--- src/rtl/motor_fault_pkg.sv ---
// Shared definitions for the motor-fault chain: classifier fault codes and the
// alarm manager FSM state encoding.
package motor_fault_pkg;

  localparam logic [1:0] FAULT_NONE    = 2'b00;
  localparam logic [1:0] FAULT_BEARING = 2'b01;
  localparam logic [1:0] FAULT_ROTOR   = 2'b10;
  localparam logic [1:0] FAULT_STATOR  = 2'b11;

  typedef enum logic [1:0] {
    StHealthy    = 2'd0,
    StPending    = 2'd1,
    StFaulted    = 2'd2,
    StRecovering = 2'd3
  } fsm_state_e;

endpackage

--- src/rtl/persist_counter.sv ---
// Saturating persistence counter with clear / load-1 / increment controls and a flag
// that is high when the next increment would reach the selected threshold.
module persist_counter #(
  parameter int unsigned W = 6
) (
  input  logic         clk,
  input  logic         rst,
  input  logic         clr,
  input  logic         load1,
  input  logic         inc,
  input  logic [W-1:0] thresh,
  output logic         at_last
);

  logic [W-1:0] count_q, count_d;

  always_comb begin
    count_d = count_q;
    if (clr) begin
      count_d = '0;
    end else if (load1) begin
      count_d = W'(1);
    end else if (inc && (count_q != '1)) begin
      count_d = count_q + W'(1);
    end
  end

  always_ff @(posedge clk or posedge rst) begin
    if (rst) begin
      count_q <= '0;
    end else begin
      count_q <= count_d;
    end
  end

  // Thresholds are always >= 2, so thresh - 1 never underflows.
  assign at_last = (count_q == (thresh - W'(1)));

endmodule

--- src/rtl/fault_alarm_manager.sv ---
// Debounces raw classifier fault codes into a confirmed fault state, raises a sticky
// acknowledged alarm, tracks peak RMS while faulted and counts confirmed fault events.
module fault_alarm_manager
  import motor_fault_pkg::*;
#(
  parameter int unsigned CONFIRM_CNT = 16,
  parameter int unsigned CLEAR_CNT   = 32,
  parameter int unsigned CNT_W       = 8
) (
  input  logic             clk,
  input  logic             rst,
  input  logic [1:0]       fault_in,
  input  logic [31:0]      rms_in,
  input  logic             ack,
  output logic [1:0]       fault_state,
  output logic             alarm,
  output logic [1:0]       alarm_code,
  output logic [31:0]      peak_rms,
  output logic [CNT_W-1:0] event_count,
  output logic [1:0]       fsm_state
);

  localparam int unsigned MaxCnt = (CONFIRM_CNT > CLEAR_CNT) ? CONFIRM_CNT : CLEAR_CNT;
  localparam int unsigned CW     = $clog2(MaxCnt) + 1;

  fsm_state_e       state_q, state_d;
  logic [1:0]       cand_q, cand_d;
  logic [1:0]       fs_q, fs_d;
  logic             alarm_q, alarm_d;
  logic [1:0]       code_q, code_d;
  logic [31:0]      peak_q, peak_d;
  logic [CNT_W-1:0] ev_q, ev_d;
  logic             clr, load1, inc, at_last;
  logic [CW-1:0]    thresh;

  // One counter serves both debounce directions; only RECOVERING counts toward clear.
  assign thresh = (state_q == StRecovering) ? CW'(CLEAR_CNT) : CW'(CONFIRM_CNT);

  persist_counter #(
    .W (CW)
  ) u_persist_counter (
    .clk     (clk),
    .rst     (rst),
    .clr     (clr),
    .load1   (load1),
    .inc     (inc),
    .thresh  (thresh),
    .at_last (at_last)
  );

  always_comb begin
    state_d = state_q;
    cand_d  = cand_q;
    fs_d    = fs_q;
    alarm_d = alarm_q;
    code_d  = code_q;
    peak_d  = peak_q;
    ev_d    = ev_q;
    clr     = 1'b0;
    load1   = 1'b0;
    inc     = 1'b0;

    if (ack && alarm_q) begin
      alarm_d = 1'b0;
    end

    case (state_q)
      StHealthy: begin
        if (fault_in != FAULT_NONE) begin
          state_d = StPending;
          cand_d  = fault_in;
          load1   = 1'b1;
        end
      end
      StPending: begin
        if (fault_in == FAULT_NONE) begin
          state_d = StHealthy;
          clr     = 1'b1;
        end else if (fault_in == cand_q) begin
          if (at_last) begin
            // Confirmation overrides a same-edge acknowledge.
            state_d = StFaulted;
            fs_d    = cand_q;
            alarm_d = 1'b1;
            code_d  = cand_q;
            peak_d  = rms_in;
            clr     = 1'b1;
            if (ev_q != '1) begin
              ev_d = ev_q + CNT_W'(1);
            end
          end else begin
            inc = 1'b1;
          end
        end else begin
          cand_d = fault_in;
          load1  = 1'b1;
        end
      end
      StFaulted: begin
        if (rms_in > peak_q) begin
          peak_d = rms_in;
        end
        if (fault_in == FAULT_NONE) begin
          state_d = StRecovering;
          load1   = 1'b1;
        end
      end
      StRecovering: begin
        if ((fault_in == FAULT_NONE) && at_last) begin
          state_d = StHealthy;
          fs_d    = FAULT_NONE;
          clr     = 1'b1;
        end else begin
          if (rms_in > peak_q) begin
            peak_d = rms_in;
          end
          if (fault_in == FAULT_NONE) begin
            inc = 1'b1;
          end else begin
            state_d = StFaulted;
            clr     = 1'b1;
          end
        end
      end
      default: begin
        state_d = StHealthy;
        clr     = 1'b1;
      end
    endcase
  end

  always_ff @(posedge clk or posedge rst) begin
    if (rst) begin
      state_q <= StHealthy;
      cand_q  <= FAULT_NONE;
      fs_q    <= FAULT_NONE;
      alarm_q <= 1'b0;
      code_q  <= FAULT_NONE;
      peak_q  <= '0;
      ev_q    <= '0;
    end else begin
      state_q <= state_d;
      cand_q  <= cand_d;
      fs_q    <= fs_d;
      alarm_q <= alarm_d;
      code_q  <= code_d;
      peak_q  <= peak_d;
      ev_q    <= ev_d;
    end
  end

  assign fault_state = fs_q;
  assign alarm       = alarm_q;
  assign alarm_code  = code_q;
  assign peak_rms    = peak_q;
  assign event_count = ev_q;
  assign fsm_state   = state_q;

endmodule

--- config.mk ---
export PLATFORM = sky130hd
export DESIGN_NAME = fault_alarm_manager
export DESIGN_NICKNAME = d
export VERILOG_FILES = /design/src/rtl/motor_fault_pkg.sv /design/src/rtl/persist_counter.sv /design/src/rtl/fault_alarm_manager.sv
export SDC_FILE = /design/constraint.sdc
export NUM_CORES = 1
export LEC_CHECK = 0
export CAP_MARGIN = 5
export CORE_UTILIZATION = 40
export DETAILED_ROUTE_END_ITERATION = 6
export GPL_ROUTABILITY_DRIVEN = 0
export PLACE_DENSITY = 0.65
export SLEW_MARGIN = 20
export SYNTH_ARGS = -nofsm -noshare
export SYNTH_HDL_FRONTEND = slang
export SYNTH_SLANG_ARGS = --single-unit
--- constraint.sdc ---
create_clock -name clk -period 6.35 [get_ports clk]
set_input_delay 0.635 -clock clk [delete_from_list [all_inputs] [get_ports clk]]
set_output_delay 0.635 -clock clk [all_outputs]
set_load 0.01 [all_outputs]
==> metrics.txt, run 1 <==
sw frac 0.3841; CP Class input port to flip-flop; Synth top area share 0.3540; Hold Path Class flip-flop to flip-flop; vias per inst about 5.7; port bufs 83; yosys warns 0; Switch Pwr between 600 and 700 µW; pin count of the biggest net entering global routing 65; post-synthesis mux area share 0.005472; simple-gate share of the synthesized area 0.1770; Worst Skew between 0.01 and 0.015 ns; final wirelength 10110 µm; worst-margin pin slew around 0.92 ns; Pwr Density 344.9 nW/µm²; CTS tree done; first-pass GRT wire length 16930 µm; # DRC 0; initial DRC count ~190; leakage power 0.002144 µW; io pins 84; reg2reg setup slack ~3.2 ns; main combinational cell family by area after synthesis compound AO/OA/AOI/OAI gates; CP max stage cell nor4_1; Core Box Area 9328 µm²; synthesis-to-finish area growth 27.39%; CTS H-tree lvls 2; vias in the first global route 3594; initial antenna violation count 0; Post-Synth XOR/XNOR Area 0.03830; Final Slew Violations 0; post-cts resize count 0; crit share post-route 0.5501; clock sink total 55; hold_buf cts 0; slew margin rel. 0.3783; Worst-path clk slew 0.10 ns; layout cells sized above 1 0.05212; synthesized area per cell ~8.6 µm²; Post-Synthesis Cells about 450; Detail Placement HPWL approximately 7000 µm; Pint 1052 µW; Post-Route Setup TNS 0 ns; Max stage delay on crit path approximately 0.83 ns; Crit. End Element flip-flop; distinct cell type count after synthesis 45; Worst Path Required 6.58 ns; top cells by area, synth dfrtp_1, ha_1, a41oi_1; mapped cell area 3887 µm²; DR WL/cell 15.62 µm; setup repair after global routing missed its margin false; Final min period about 3.5 ns; Fin. Hold Viols 0; critical path cell sequence clkdlybuf4s50_1 > ha_1 > nand4_1 > nor4_1 > o311ai_4 > and2_0 > buf_4 > o211ai_1; final setup violation count 0; die area 10120 µm²; Max-Cap Viols 0; Clock Tree Buf Depth 2; clock network fraction of total power 0.163; Die Width 100.6 µm; startpoint types input port; clock latency on the worst-skew pair 0.31 ns; Die H 100.6 µm; Seq/Total Area, Yosys 0.3540; Synth area leader dfrtp_1; total gr overflow 0; fin nets 588; number of diodes 0; gr usage total 0.2060; worst-path fanout max 21; Detail Route Antenna Nets 0; synthesized flop and latch total 55; TritonCTS Buffers 5; Adder-Cell Fraction of Synth Area 0.1094; final hold slack about 0.47 ns; Post-CTS Setup Bufs 0; Initial Utilization 0.4168; syn_nets 524; Synth Area in Compound Gates 0.2436; CP arrival 3.72 ns; Comb pwr share 0.515; row cnt 35; drt first pass iters 4; power share of the sequential group 0.322; VDD IR-drop max between 0.00015 and 0.0002 V; clock root buffer clkbuf_8; Max Clock Freq 286.3 MHz; via count 3674; status completed
[per-stage QoR]
step / util / power, µW / setup WS (ns) / cells / instance area (µm²)
finish: 0.5309 / 1708 / 2.857 / 647 / 4952
global route: 0.5309 / 1851 / 2.610 / 647 / 4952
CTS: 0.5308 / 1725 / 2.643 / 647 / 4951
detailed placement: 0.5166 / 1438 / 2.290 / 639 / 4818
global placement: 0.5166 / 1422 / 2.416 / 639 / 4818
floorplan: - / 1063 / 3.726 / 453 / 3887
[worst max-delay path, delay by kind of cell]
| kind | cells | cell delay, ns |
|---|---|---|
| simple gates | 3 | 1.49 |
| fa+ha+maj | 1 | 0.35 |
| buf+inv | 2 | 0.82 |
| compound gates | 2 | 0.42 |
[routing by layer]
metal | vias up | share of wire | track usage
met5 | - | 0 | 0
met1 | 1766 | 0.47 | 0.2712
li1 | 1797 | - | -
met3 | 5 | 0.045 | 0.03051
met4 | 0 | 0.0050 | 0.03679
met2 | 106 | 0.48 | 0.3614
[cell usage in the layout, fill, tap and decap left out, drive strengths merged, types with 2 or more instances in the layout]
| cell type | instances |
|---|---|
| o21a | 2 |
| nand4 | 11 |
| and2 | 2 |
| clkdlybuf4s50 | 83 |
| nand2 | 56 |
| o21bai | 2 |
| inv | 35 |
| a21oi | 44 |
| or2 | 2 |
| dfrtp | 55 |
| ha | 34 |
| bufinv | 2 |
| o311ai | 2 |
| xor2 | 10 |
| o211ai | 33 |
| nand3 | 42 |
| clkbuf | 6 |
| buf | 7 |
| o21ai | 6 |
| xnor2 | 7 |
| nor4 | 3 |
| and3 | 3 |
| a21o | 2 |
| nor2 | 14 |
| nor3 | 7 |
| a21boi | 4 |
| a41oi | 32 |
[power groups by stage]
stage / Clock (µW) / Sequential [µW] / Combinational [µW]
floorplan: 0 / 583 / 480
global placement: 0 / 553 / 869
detailed placement: 0 / 555 / 883
CTS: 287 / 550 / 888
global route: 298 / 564 / 989
finish: 279 / 549 / 880
[final timing paths]
path                                                 from                   endpoint  depth (start not counted)
worst min-delay path            alarm_code[1]$_DFFE_PP0P_  alarm_code[1]$_DFFE_PP0P_                          2
worst max-delay path                           rms_in[27]    peak_rms[2]$_DFFE_PP0P_                          8
max in group asynchronous                             rst   peak_rms[13]$_DFFE_PP0P_                          3
min in group asynchronous                             rst            alarm$_DFF_PP0_                          3
worst min register to register  alarm_code[1]$_DFFE_PP0P_  alarm_code[1]$_DFFE_PP0P_                          2
worst max register to register   peak_rms[27]$_DFFE_PP0P_    peak_rms[2]$_DFFE_PP0P_                          8
[flip-flops by register name, indices dropped and copies added, names as in the netlist]
register and cells:
alarm 1, alarm_code 2, cand_q 2, event_count 8, fault_state 2, fsm_state 2, peak_rms 32, u_persist_counter.count_q 6
[Yosys cell counts, drive strengths merged]
library cell / instances
a2111o: 1
a21boi: 4
a21o: 2
a21oi: 44
a41o: 1
a41oi: 32
and2: 2
and3: 3
and4b: 1
buf: 14
clkbuf: 19
dfrtp: 55
ha: 34
inv: 35
mux2: 1
mux2i: 1
nand2: 56
nand2b: 1
nand3: 42
nand4: 11
nor2: 14
nor2b: 1
nor3: 7
nor4: 3
o211ai: 33
o21a: 2
o21ai: 6
o21bai: 2
o221a: 1
o2bb2ai: 1
o311ai: 2
o31ai: 1
o41ai: 1
or2: 2
or4: 1
xnor2: 7
xor2: 10
[cell families after synthesis]
family,after synthesis
buffers and inverters,68
adder cells (fa/ha/maj),34
AO/OA/AOI/OAI,133
flip-flops,55
XOR/XNOR,17
AND/OR/NAND/NOR,144
multiplexers,2
[final cells by class]
cell class,count,area (µm²)
inverter,35,131.4
multi-input combinational,330,2267
timing repair buffer,90,883.3
sequential,55,1376
clock inverter,2,60.06
clock buffer,6,72.57
fill,909,4375
tap,129,161.4
No activity file was read; power rests on OpenSTA's default activity.
==> inputs of run 2 (changes only) <==
==> constraint.sdc (replaced) <==
create_clock -name clk -period 3.28 [get_ports clk]
set_input_delay 0.328 -clock clk [delete_from_list [all_inputs] [get_ports clk]]
set_output_delay 0.328 -clock clk [all_outputs]
set_load 0.01 [all_outputs]
==> run 2 against run 1 <==
Compared with the run above: critical path depth is 1 higher; sequential power is 95% higher; via count is 2.3% higher; global-route usage is 0.87 points higher; sequential cell count stayed put; sequential share of layout area is 0.17 points lower; largest power group unchanged; largest cell class unchanged.
==> metrics.txt, run 2 (synthesized netlist as in run 1, its figures left out) <==
status completed; Detail Route Antenna Nets 0; initial antenna violation count 0; row cnt 35; CTS tree done; Initial Utilization 0.4168; synthesis-to-finish area growth 28.16%; setup repair after global routing missed its margin false; worst slack at placement 0.07971 ns; final wirelength 10340 µm; CP arrival 3.05 ns; Clock Tree Buf Depth 2; crit share post-route 0.8735; CP Class input port to flip-flop; commonest non-fill, non-tap cell in the layout clkdlybuf4s50_1; Die H 100.6 µm; worst-margin pin slew 1.093 ns; final hold slack about 0.30 ns; final setup violation count 0; Die Width between 100 and 150 µm; Crit. End Element flip-flop; dpl cells ~650; gr usage total 0.2147; VDD IR-drop max 0.0004006 V; Max stage delay on crit path 0.91 ns; Worst path depth 9; Worst Skew 0.01077 ns; Pwr Density 639.8 nW/µm²; Pint 1895 µW; fillers 901; clock root buffer clkbuf_8; drt first pass iters 5; Max-Cap Viols 0; via count 3760; vias in the first global route 3520; Worst-path clk slew around 0.11 ns; max reg flops 32; Hold Path Class input port to asynchronous set/reset pin; startpoint types input port; family with the most delay on the worst path compound AO/OA/AOI/OAI gates; critical path cell sequence clkdlybuf4s50_1 > ha_1 > a21oi_1 > o21a_1 > nor2_1 > o31ai_4 > and2_0 > buf_4 > o211ai_1; worst-path fanout max 25; layout cells sized above 1 0.06844; first-pass GRT wire length approximately 17000 µm; Switch Pwr 1293 µW; CP max stage cell o31ai_4; Post-CTS Setup Bufs 0; Max Clock Freq approximately 350 MHz; pin count of the biggest net entering global routing 35; sw frac 0.4055; Fin. Hold Viols 0; Final min period around 2.9 ns; hold_buf cts 0; die area 10120 µm²; post-cts resize count 0; clock network fraction of total power 0.125; TritonCTS Buffers 5; power share of the sequential group 0.334; slew margin rel. 0.2712; # DRC 0; io pins 84; initial DRC count 189; number of diodes 0; vias per inst 5.740; Final Instance Count excl. Fillers 655; post-route worst setup slack 0.4151 ns; Core Box Area just over 9000 µm²; clock latency on the worst-skew pair 0.32 ns; most frequent cells in the layout clkdlybuf4s50_1, nand2_1, dfrtp_1, a21oi_1, nand3_1; total gr overflow 0; clock sink total 55; Buf/Inv on CP 2; length in cells of the worst reg-to-reg path 9; Worst Path Required approximately 3.5 ns; fin nets ~600; Post-Route Setup TNS 0 ns; leakage power 0.002167 µW; Detail Placement HPWL about 7400 µm; CTS H-tree lvls 2; DR WL/cell 15.78 µm; Comb pwr share 0.541; Final Slew Violations 0; port bufs 83
## run 2: final timing paths
kind	start	slack (ns)	end
worst max-delay path	rms_in[11]	0.42	peak_rms[10]$_DFFE_PP0P_
worst min register to register	alarm_code[1]$_DFFE_PP0P_	0.48	alarm_code[1]$_DFFE_PP0P_
min in group clk	alarm_code[1]$_DFFE_PP0P_	0.48	alarm_code[1]$_DFFE_PP0P_
worst max register to register	peak_rms[9]$_DFFE_PP0P_	0.47	peak_rms[10]$_DFFE_PP0P_
max in group asynchronous	rst	2.33	peak_rms[29]$_DFFE_PP0P_
worst min-delay path	rst	0.30	fault_state[0]$_DFFE_PP0P_
## run 2: worst register-to-register path, cell delays in order (launching register included)
cell and delay (ns):
dfrtp_1 0.38, inv_1 0.06, ha_1 0.28, a21oi_1 0.18, o21a_1 0.15, nor2_1 0.06
o31ai_4 0.91, and2_0 0.26, buf_4 0.25, o211ai_1 0.14
## run 2: per-layer routing
layer  vias up  global-route usage  wire, µm
li1       1820                   -         -
met1      1801              0.3016      4902
met2       126              0.3409      4771
met3        13             0.03398       522
met4         0             0.06243       140
met5         -                   0         0
## run 2: metrics by stage
step	power (µW)	instance area (µm²)	util
after floorplan	2058	3887	-
after global placement	2761	4891	0.5243
after detailed placement	2803	4891	0.5243
after CTS	3212	4982	0.5341
after global routing	3475	4982	0.5341
final	3188	4982	0.5341
## run 2: layout make-up
type / count / area [µm²] / share of cell area
Multi-Input combinational cell: 330 / 2266 / 0.4548
Sequential cell: 55 / 1376 / 0.2762
Timing Repair Buffer: 98 / 955.9 / 0.1919
Tap cell: 129 / 161.4 / 0.03240
Inverter: 35 / 131.4 / 0.02637
Clock buffer: 5 / 68.82 / 0.01381
Clock inverter: 3 / 22.52 / 0.004520
## run 2: power groups by stage
stage               clock network, µW  logic, µW  registers [µW]
global placement                    0       1690            1070
detailed placement                  0       1730            1080
CTS                               413       1730            1060
global route                      444       1930            1100
floorplan                           0        930            1130
finish                            399       1720            1070
==> inputs of run 3 (changes only) <==
--- a/config.mk
+++ b/config.mk
@@ -7,9 +7,10 @@
 export LEC_CHECK = 0
 export CAP_MARGIN = 5
 export CORE_UTILIZATION = 40
+export CTS_CLUSTER_SIZE = 14
 export DETAILED_ROUTE_END_ITERATION = 6
 export GPL_ROUTABILITY_DRIVEN = 0
-export PLACE_DENSITY = 0.65
+export PLACE_DENSITY = 0.68
 export SLEW_MARGIN = 20
 export SYNTH_ARGS = -nofsm -noshare
 export SYNTH_HDL_FRONTEND = slang
==> constraint.sdc (replaced) <==
create_clock -name clk -period 2.3 [get_ports clk]
set_input_delay 0.23 -clock clk [delete_from_list [all_inputs] [get_ports clk]]
set_output_delay 0.23 -clock clk [all_outputs]
set_load 0.01 [all_outputs]
==> run 3 against run 2 <==
Compared with the run above: sequential share of layout area fell by 4.6 points; critical endpoint is now peak_rms[9]$_DFFE_PP0P_; core utilization rose by 11 points; clock power up 40%; cell count grew 9.9%; clock skew grew 0.0034 ns; sequential power rose by 42%; worst hold slack worse by 0.021 ns; critical path depth grew 1; final area grew 20%; sequential cell count did not move; highest routed layer unchanged; via count grew 10%; combinational power increased by 91%; the flow now finishes with violations (setup timing); largest power group unchanged.
==> metrics.txt, run 3 (synthesized netlist as in run 1, its figures left out) <==
status finished with violations; failing checks setup timing; Crit. End Element flip-flop; DR WL/cell 17.50 µm; worst-path fanout max 15; leakage power 0.002616 µW; Pwr Density ~900 nW/µm²; cell area after placement 5280 µm²; Worst Path Required around 2.5 ns; die area 10120 µm²; layout cells sized above 1 0.2217; most frequent cells in the layout clkdlybuf4s50_1, dfrtp_1, nand2_1, buf_4, a21oi_1; clock network fraction of total power 0.104; fin nets ~660; drt first pass iters 5; GRT busiest layer met2; VDD IR-drop max 0.0005840 V; gr usage total 0.2205; Final Slew Violations 0; Max-Cap Viols 0; Power Total 5358 µW; power share of the sequential group 0.284; worst slack at placement -0.3562 ns; final wirelength roughly 13000 µm; io pins between 80 and 90; Initial Utilization 0.4168; fillers about 760; worst-margin pin slew 0.5417 ns; slew margin rel. 0.6351; Hold Path Class input port to asynchronous set/reset pin; length in cells of the worst reg-to-reg path 10; TritonCTS Buffers 5; # DRC 0; Final min period 2.331 ns; post-route worst setup slack -0.03117 ns; crit share post-route 1.014; Max Clock Freq 429.0 MHz; Comb pwr share 0.612; Pint 3217 µW; Worst Skew approximately 0.014 ns; Clock Tree Buf Depth 2; Die H 100.6 µm; synthesis-to-finish area growth 53.72%; Design Area, Final approximately 6000 µm²; sw frac 0.3996; met2 usage 0.3867; total gr overflow 0; Detail Route Antenna Nets 0; pin count of the biggest net entering global routing 56; CP arrival about 2.6 ns; max reg flops 32; clock latency on the worst-skew pair 0.32 ns; hold_buf cts 0; Switch Pwr 2141 µW; initial antenna violation count 0; clock sink total 55; Detail Placement HPWL 7802 µm; initial DRC count 198; via count 4146; first-pass GRT wire length 18010 µm; clock root buffer clkbuf_8; CP Class flip-flop to flip-flop; Fin. Hold Viols 0; vias per inst approximately 5.8; final setup violation count 14; reg2reg setup slack -0.03 ns; RR Endpoint peak_rms[9]$_DFFE_PP0P_; met3 usage 0.03537; Die Width slightly above 100 µm; CTS H-tree lvls 2; R2R Path Start peak_rms[28]$_DFFE_PP0P_; port bufs 83; crit path launch peak_rms[28]$_DFFE_PP0P_; vias in the first global route between 3000 and 4000; row cnt 35; CTS tree done; setup repair after global routing missed its margin true; startpoint types flip-flop; M1 GR Usage 0.2858; number of diodes 0; Worst-path clk slew 0.11 ns; commonest non-fill, non-tap cell in the layout clkdlybuf4s50_1; Core Box Area 9328 µm²
==> run 3: cell types whose count changed in the layout (fill, tap and decap cells not counted), moves of 4 or more <==
cell       delta
buf_4        +39
inv_1         -4
ha_1          -8
inv_2         +4
buf_6         +8
a41oi_2      +12
clkbuf_16     +7
buf_12        +8
ha_4          +8
a41oi_1      -12
==> run 3: per-stage QoR <==
step	hold WS, ns	util	cells	setup TNS (ns)
final	0.2803	0.6406	720	-0.2015
after detailed placement	0.4646	0.5661	688	-10.07
after floorplan	0.3264	-	453	0
after global placement	0.4477	0.5661	688	-9.120
after global routing	0.3040	0.6406	720	-2.358
after CTS	0.2996	0.5785	698	-0.02356
==> run 3: how the worst max path moves through the flow <==
stage	endpoint	slack [ns]	depth (start not counted)
CTS	peak_rms[25]$_DFFE_PP0P_	-0.01	9
global placement	peak_rms[27]$_DFFE_PP0P_	-0.31	9
detailed placement	peak_rms[22]$_DFFE_PP0P_	-0.36	9
finish	peak_rms[9]$_DFFE_PP0P_	-0.03	10
global route	peak_rms[6]$_DFFE_PP0P_	-0.11	9
floorplan	peak_rms[0]$_DFFE_PP0P_	0.01	10
==> run 3: area by class of cell <==
cell class / count / area (µm²) / area share
Clock inverter: 2 / 16.27 / 0.002722
Multi-Input combinational cell: 331 / 2514 / 0.4206
Timing Repair Buffer: 162 / 1704 / 0.2852
Sequential cell: 55 / 1376 / 0.2303
Inverter: 35 / 131.4 / 0.02198
Tap cell: 129 / 161.4 / 0.02701
Clock buffer: 6 / 72.57 / 0.01214
==> run 3: what timing repair did <==
action | in CTS | in global routing
hold endpoints to repair | 0 | 0
cloned | 0 | 13
pin swaps | 3 | 18
endpoints found under the setup margin | 32 | 33
resized for setup | 5 | 48
buffers inserted | 2 | 9
==> run 3: power groups by stage <==
stage               Sequential [µW]  Clock (µW)  Combinational, µW
global route                   1540         619               3560
floorplan                      1610           0               1340
finish                         1520         559               3280
CTS                            1500         583               2780
detailed placement             1520           0               2720
global placement               1510           0               2640
==> run 3: routing by layer <==
metal,vias to the layer above,wire (µm)
met4,0,226
met3,21,772
met2,161,6208
li1,1952,-
met1,2012,5390
met5,-,0
==> run 3: worst max-delay path: stages (launching register included) <==
cell,delay (ns)
dfrtp_1,0.43
inv_1,0.08
ha_1,0.29
nand4_1,0.14
nor3_1,0.07
a2111o_1,0.42
buf_4,0.15
nor2_4,0.22
buf_12,0.20
a41oi_1,0.12
o211ai_1,0.12
